==> src/rtl/sha256_hash_ctrl.sv <==
// Sequencer for the SHA-256 compression datapath: H-word load, round streaming,
// hash-computed handshake with timeout, result send and completion pulse.
module sha256_hash_ctrl #(
  parameter int NUMBER_OF_Hs     = 8,
  parameter int NUMBER_OF_ROUNDS = 64,
  parameter int OUTPUT_LENGTH    = 8,
  parameter int READ_LAT         = 2,
  parameter int DONE_TIMEOUT     = 4
) (
  input  logic                                clk,
  input  logic                                reset,
  input  logic                                xxx__dut__go,
  output logic                                dut__xxx__finish,
  output logic                                dut__xxx__busy,
  output logic                                dut__xxx__error,
  output logic [$clog2(NUMBER_OF_Hs)-1:0]     dut__hmem__address,
  output logic                                dut__hmem__enable,
  output logic [$clog2(NUMBER_OF_ROUNDS)-1:0] dut__kmem__address,
  output logic                                dut__kmem__enable,
  output logic [$clog2(NUMBER_OF_ROUNDS)-1:0] dut__wmem__address,
  output logic                                dut__wmem__enable,
  output logic                                trigger,
  output logic                                trigger_w,
  output logic                                trigger_dom_send,
  input  logic                                hash_computed,
  output logic [$clog2(NUMBER_OF_ROUNDS)-1:0] round
);
  localparam int HAW = $clog2(NUMBER_OF_Hs);
  localparam int KAW = $clog2(NUMBER_OF_ROUNDS);
  localparam int TAW = $clog2(DONE_TIMEOUT + 1);
  localparam int SAW = $clog2(OUTPUT_LENGTH + 1);
  localparam logic [HAW-1:0] H_LAST = HAW'(NUMBER_OF_Hs - 1);
  localparam logic [KAW-1:0] K_LAST = KAW'(NUMBER_OF_ROUNDS - 1);
  localparam logic [TAW-1:0] T_LAST = TAW'(DONE_TIMEOUT - 1);
  localparam logic [SAW-1:0] S_LAST = SAW'(OUTPUT_LENGTH);

  typedef enum logic [2:0] {
    S_IDLE, S_LOAD_H, S_ROUNDS, S_WAIT_HASH, S_SEND, S_DONE
  } state_e;

  state_e                      state_q, state_d;
  logic                        h_en_q, h_en_d;
  logic [HAW-1:0]              h_addr_q, h_addr_d;
  logic                        kw_en_q, kw_en_d;
  logic [KAW-1:0]              kw_addr_q, kw_addr_d;
  logic [TAW-1:0]              wait_cnt_q, wait_cnt_d;
  logic [SAW-1:0]              send_cnt_q, send_cnt_d;
  logic                        error_q, error_d;
  logic [READ_LAT-1:0]         h_sr_q, kw_sr_q;
  logic [READ_LAT-1:0][KAW-1:0] round_sr_q;

  // Bit 0 is the enable at issue; bit READ_LAT is the enable as seen by the datapath.
  logic [READ_LAT:0]           h_chain, kw_chain;
  logic [READ_LAT:0][KAW-1:0]  round_chain;
  logic                        h_last_trig, kw_last_trig;

  assign h_chain     = {h_sr_q, h_en_q};
  assign kw_chain    = {kw_sr_q, kw_en_q};
  assign round_chain = {round_sr_q, kw_addr_q};

  // Last strobe cycle: strobe high with nothing left in flight behind it.
  assign h_last_trig  = h_chain[READ_LAT] & ~(|h_chain[READ_LAT-1:0]);
  assign kw_last_trig = kw_chain[READ_LAT] & ~(|kw_chain[READ_LAT-1:0]);

  always_ff @(posedge clk) begin
    if (reset) begin
      state_q    <= S_IDLE;
      h_en_q     <= 1'b0;
      h_addr_q   <= '0;
      kw_en_q    <= 1'b0;
      kw_addr_q  <= '0;
      wait_cnt_q <= '0;
      send_cnt_q <= '0;
      error_q    <= 1'b0;
      h_sr_q     <= '0;
      kw_sr_q    <= '0;
      round_sr_q <= '0;
    end else begin
      state_q    <= state_d;
      h_en_q     <= h_en_d;
      h_addr_q   <= h_addr_d;
      kw_en_q    <= kw_en_d;
      kw_addr_q  <= kw_addr_d;
      wait_cnt_q <= wait_cnt_d;
      send_cnt_q <= send_cnt_d;
      error_q    <= error_d;
      h_sr_q     <= h_chain[READ_LAT-1:0];
      kw_sr_q    <= kw_chain[READ_LAT-1:0];
      round_sr_q <= round_chain[READ_LAT-1:0];
    end
  end

  always_comb begin
    state_d    = state_q;
    h_en_d     = h_en_q;
    h_addr_d   = h_addr_q;
    kw_en_d    = kw_en_q;
    kw_addr_d  = kw_addr_q;
    wait_cnt_d = wait_cnt_q;
    send_cnt_d = send_cnt_q;
    error_d    = error_q;
    case (state_q)
      S_IDLE: begin
        if (xxx__dut__go) begin
          state_d    = S_LOAD_H;
          h_en_d     = 1'b1;
          h_addr_d   = '0;
          wait_cnt_d = '0;
          send_cnt_d = '0;
          error_d    = 1'b0;
        end
      end
      S_LOAD_H: begin
        if (h_en_q) begin
          if (h_addr_q == H_LAST) h_en_d = 1'b0;
          else                    h_addr_d = h_addr_q + 1'b1;
        end
        if (h_last_trig) begin
          state_d   = S_ROUNDS;
          kw_en_d   = 1'b1;
          kw_addr_d = '0;
        end
      end
      S_ROUNDS: begin
        if (kw_en_q) begin
          if (kw_addr_q == K_LAST) kw_en_d = 1'b0;
          else                     kw_addr_d = kw_addr_q + 1'b1;
        end
        if (kw_last_trig) begin
          state_d    = S_WAIT_HASH;
          wait_cnt_d = '0;
        end
      end
      S_WAIT_HASH: begin
        if (hash_computed) begin
          state_d    = S_SEND;
          send_cnt_d = '0;
        end else if (wait_cnt_q == T_LAST) begin
          state_d    = S_SEND;
          send_cnt_d = '0;
          error_d    = 1'b1;
        end else begin
          wait_cnt_d = wait_cnt_q + 1'b1;
        end
      end
      S_SEND: begin
        if (send_cnt_q == S_LAST) state_d = S_DONE;
        else                      send_cnt_d = send_cnt_q + 1'b1;
      end
      S_DONE:  state_d = S_IDLE;
      default: state_d = S_IDLE;
    endcase
  end

  assign dut__hmem__address = h_addr_q;
  assign dut__hmem__enable  = h_en_q;
  assign dut__kmem__address = kw_addr_q;
  assign dut__kmem__enable  = kw_en_q;
  assign dut__wmem__address = kw_addr_q;
  assign dut__wmem__enable  = kw_en_q;
  assign trigger            = h_chain[READ_LAT];
  assign trigger_w          = kw_chain[READ_LAT];
  assign round              = round_chain[READ_LAT];
  assign trigger_dom_send   = (state_q == S_SEND);
  assign dut__xxx__busy     = (state_q != S_IDLE);
  assign dut__xxx__finish   = (state_q == S_DONE);
  assign dut__xxx__error    = error_q;

endmodule

==> config.mk <==
export PLATFORM = sky130hd
export DESIGN_NAME = sha256_hash_ctrl
export DESIGN_NICKNAME = d
export VERILOG_FILES = /design/src/rtl/sha256_hash_ctrl.sv
export SDC_FILE = /design/constraint.sdc
export NUM_CORES = 1
export LEC_CHECK = 0
export ABC_AREA = 0
export CAP_MARGIN = 0
export CORE_MARGIN = 10
export CORE_UTILIZATION = 30
export DETAILED_ROUTE_END_ITERATION = 6
export GPL_ROUTABILITY_DRIVEN = 1
export GPL_TIMING_DRIVEN = 0
export SLEW_MARGIN = 20
export SYNTH_ARGS = -nofsm -noshare
export SYNTH_HDL_FRONTEND = slang
export SYNTH_SLANG_ARGS = --single-unit
==> constraint.sdc <==
create_clock -name clk -period 4 [get_ports clk]
set_clock_uncertainty 0.2 [all_clocks]
set_input_delay 1.2 -clock clk [delete_from_list [all_inputs] [get_ports clk]]
set_output_delay 1.2 -clock clk [all_outputs]
set_load 0.03 [all_outputs]
# == After elaboration in Yosys (flattened, before gate mapping) ==
# Cells that the tools add are included.
# Widths: inputs -> output; s select.
# totals
reg_bits,38
in_bits,4
out_inout_bits,30
elab_cells,95
# op_classes
add_sub_neg,4
n_eq_ne,22
n_mux,36
n_bitwise,4
n_reduce_logical,17
# op_table
operator,n
$mux 3,12
$ne 2x2->1 const B,11
$mux 6,3
$mux 4,4
$reduce_and 4->1,4
$pmux 3 s5,1
$pmux 4 s3,1
$pmux 6 s2,1
$reduce_and 5->1,2
$eq 3x2->1 const B,3
$eq 3x3->1 const B,3
$mux 1,9
$pmux 3 s3,1
$reduce_bool 3->1,3
$add 3x1->3 const B,2
$add 6x1->6 const B,1
$eq 6x6->1 const B,1
$pmux 1 s2,3
$pmux 3 s2,1
$reduce_bool 2->1,3
$add 4x1->4 const B,1
$eq 4x4->1 const B,1
$reduce_and 2->1,2
$reduce_or 2->1,2
other kinds (6),8

# == Logic depth before layout (Yosys ltp) ==
# logic_depth
depth_word,5
mapped_depth,7
mapped_depth_nobuf,6

# == Least setup slack after synthesis ==
# No wires, ideal clock.
# synth_timing
path_kind,register to output
from,register state_q[0]
to,output dut__xxx__finish
t_arrival_ns,1.067
required_time_ns,2.600
setup_slack_ns,1.533
stages_incl_launch_ff,4
n_path_buf,2
path_cell_list,dfxtp_1 buf_2 clkbuf_1 and3_1
# synth_via
elab_chain_len,1
# synth_lines
element,line,text
"start, declared",41,"state_e state_q, state_d;"
"start signal, assigned",79,state_q <= state_d;
$eq 3x3->1,166,assign dut__xxx__finish = (state_q == S_DONE);
"end, declared",13,"output logic dut__xxx__finish,"
# No other way between the ends.

# == Worst setup path after layout ==
# layout_timing
from,register state_q[0]
to,output trigger_dom_send
# layout_via
elab_chain_len,1
# layout_lines
element,line,text
$eq 3x3->1,164,assign trigger_dom_send = (state_q == S_SEND);
"end, declared",24,"output logic trigger_dom_send,"
# No other way between the ends.

==> flow_metrics.env <==
export IMPL_path_class="flop to output pin"
export IMPL_period_share_pct=86.81
export IMPL_hold_ws_ns=0.2371
export IMPL_fin_setup_tns_ns=0
export IMPL_combPwrFrac_pct=8.7
export IMPL_io_pins=34
export IMPL_max_cap_viol_count=0
export IMPL_worst_pin_slew_ns=0.7372
export IMPL_final_util_pct=39.63
export IMPL_numCtsBuffers=5
export IMPL_hold_path_depth=1
export IMPL_rsz0062_at_grt="false"
export IMPL_wl_per_cell_um=12.61
export IMPL_holdBufCountCts=0
export IMPL_cts_resized=0
export IMPL_die_h_um=97.58
export IMPL_cts_buffer_depth=2
export IMPL_first_global_vias=1380
export IMPL_max_slew_margin_pct=50.16
export IMPL_synth_top_cell_area_share_pct=42.13
export IMPL_initial_core_util_pct=30.68
export IMPL_clkPwrFrac_pct=42.0
export IMPL_crit_arrival_ns=2.07
export IMPL_start_kind="flop"
export IMPL_netlist_area_um2=1805
export IMPL_layout_common_cells="dfxtp_1 (38), clkdlybuf4s50_1 (32), buf_4 (19), nor2b_1 (17), nor2_1 (14)"
export IMPL_fin_crit_ns=3.472
export IMPL_setup_violations=0
export IMPL_fmax_mhz=288.0
export IMPL_synth_area_leader_cell="dfxtp_1"
export IMPL_ys_seq_area_share_pct=42.13
export IMPL_syn_num_nets=211
export IMPL_dieWidth_um=97.58
export IMPL_ir_drop_mv=0.2049
export IMPL_cts_tree="yes"
export IMPL_grt_pass1_wl_mm=6.686
export IMPL_vias_per_cell=4.599
export IMPL_yosysUniqueCellTypes=49
export IMPL_cts_reportedPaths_clkPinSlew_ns=0.07
export IMPL_power_density_nw_per_um2=337.4
export IMPL_drv_slew=0
export IMPL_hpwlAfterDp_mm=2.943
export IMPL_cts_root_buffer="clkbuf_8"
export IMPL_dr_pass1_iters=4
export IMPL_synth_cells=200
export IMPL_avgSynthCellArea_um2=9.027
export IMPL_coreArea_um2=5886
export IMPL_yosysWarnings=0
export IMPL_switching_power_uw=177.4
export IMPL_hold_viol=0
export IMPL_grt_start_max_net_pins=12
export IMPL_wl_mm=3.959
export IMPL_sw_frac_of_total_pct=22.54
export IMPL_worst_path_max_fanout=10
export IMPL_drc=0
export IMPL_num_nets_final=250
export IMPL_ant_nets=0
export IMPL_synth_async_sr_flop_share_pct=0
export IMPL_gp_congestion=0.7647
export IMPL_end_kind="output pin"
export IMPL_portBuffers=32
export IMPL_layout_commonest_cell="dfxtp_1"
export IMPL_rows=28
export IMPL_die_area_um2=9521
export IMPL_ys_ff_latch=38
export IMPL_cts_sinks=38
export IMPL_antenna_found_initial=0
export IMPL_synth_edff_count=0
export IMPL_seq_power_share_pct=49.3
export IMPL_grtUsageTotal_pct=8.517
export IMPL_synth_area_leaders="dfxtp_1 (42%), buf_4 (7.9%), nor2b_1 (5.9%)"
export IMPL_cts_setup_buffers=0
export IMPL_internal_power_uw=609.6
export IMPL_drive_gt1_share_pct=14.23
export IMPL_num_vias=1444
export IMPL_critPathRequiredTime_ns=2.60
export IMPL_leakage_nw=0.9430
export IMPL_reg2regPathDepth=5
export IMPL_drt_iter0_drc=53
export IMPL_area_delta_synth_final_pct=29.18
export IMPL_h_tree_depth=2
export IMPL_status="finished, final reports clean"
export IMPL_hp_class="flop to flop"
export IMPL_clk_latency_ns=0.29
export IMPL_grt_overflow=0
export IMPL_n_antenna_cell=0
export IMPL_synthFlopType="dfxtp_1"
## area by class of cell
cell class | instances | area [µm²]
Clock inverter | 1 | 30.03
Sequential cell | 38 | 760.7
Tap cell | 75 | 93.84
Clock buffer | 6 | 82.58
Multi-Input combinational cell | 122 | 814.5
Buffer | 28 | 185.2
Fill cell | 605 | 3553
Timing Repair Buffer | 32 | 320.3
Inverter | 12 | 45.04
## metal layers
layer / global-route usage, % / routed length (µm)
met1: 9.784 / 1825
met2: 12.52 / 1723
met3: 4.694 / 337
met4: 4.027 / 73
met5: 0 / 0
## power by group through the flow
stage	Sequential, mW	Clock, mW	Combinational [mW]
2_1_floorplan	0.401	0	0.0407
3_3_place_gp	0.397	0	0.0687
3_5_place_dp	0.397	0	0.0693
4_1_cts	0.388	0.342	0.0696
5_1_grt	0.389	0.358	0.0761
6_report	0.388	0.331	0.0684
## Yosys cell counts, types with 2 or more instances
library cell and instances:
o32ai_1 4, mux2i_1 3, o211ai_1 2, a31oi_1 4, and3b_1 2, nor3b_1 2
inv_1 11, nor3_1 4, o21ai_0 6, buf_4 19, clkbuf_1 7, nand3_1 3
a21o_1 3, nor2_1 14, dfxtp_1 38, nor2b_1 17, a21oi_1 10, and3_1 3
nand4b_1 2, nand4_1 2, ha_1 7, nand2_1 9, nor4b_1 2
## critical path, cell delays in order, from the launching register on
cell	delay, ns
dfxtp_1	0.30
buf_2	0.17
or3b_1	0.35
clkbuf_1	0.19
inv_2	0.10
clkdlybuf4s50_1	0.67
## path summary, 6_finish.rpt
kind	slack, ns	start	endpoint
min	0.24	round_chain[6]	round[0]
max reg2reg	2.04	state_q[0]	dut__kmem__address[4]
max	0.53	state_q[0]	trigger_dom_send
min reg2reg	0.24	round_chain[6]	round[0]
## cell families after synthesis
| kind of cell | after synthesis | share of synthesized area [%] |
|---|---|---|
| flip-flops | 38 | 42.13 |
| AND/OR/NAND/NOR | 73 | 24.19 |
| AO/OA/AOI/OAI | 39 | 14.41 |
| adder cells (fa/ha/maj) | 7 | 4.851 |
| buffers and inverters | 40 | 12.75 |
| multiplexers | 3 | 1.663 |
## state kept, by name (all words and copies together), names as in the netlist
signal and count:
round 6, dut__hmem__enable 1, state_q 3, kw_sr_q 2, dut__hmem__address 3, send_cnt_q 4
dut__xxx__error 1, h_sr_q 2, round_chain 6, wait_cnt_q 3, dut__kmem__address 6, dut__kmem__enable 1
## metrics by stage
step	area, µm²	setup WS [ns]	power [mW]	cells
floorplan	1805	1.533	0.4421	200
finish	2332	0.5276	0.7870	314
detailed placement	2220	0.8396	0.4661	307
CTS	2332	0.5022	0.7995	314
global route	2332	0.4182	0.8224	314
global placement	2220	0.8341	0.4653	307
No activity file was read; power rests on OpenSTA's default activity.
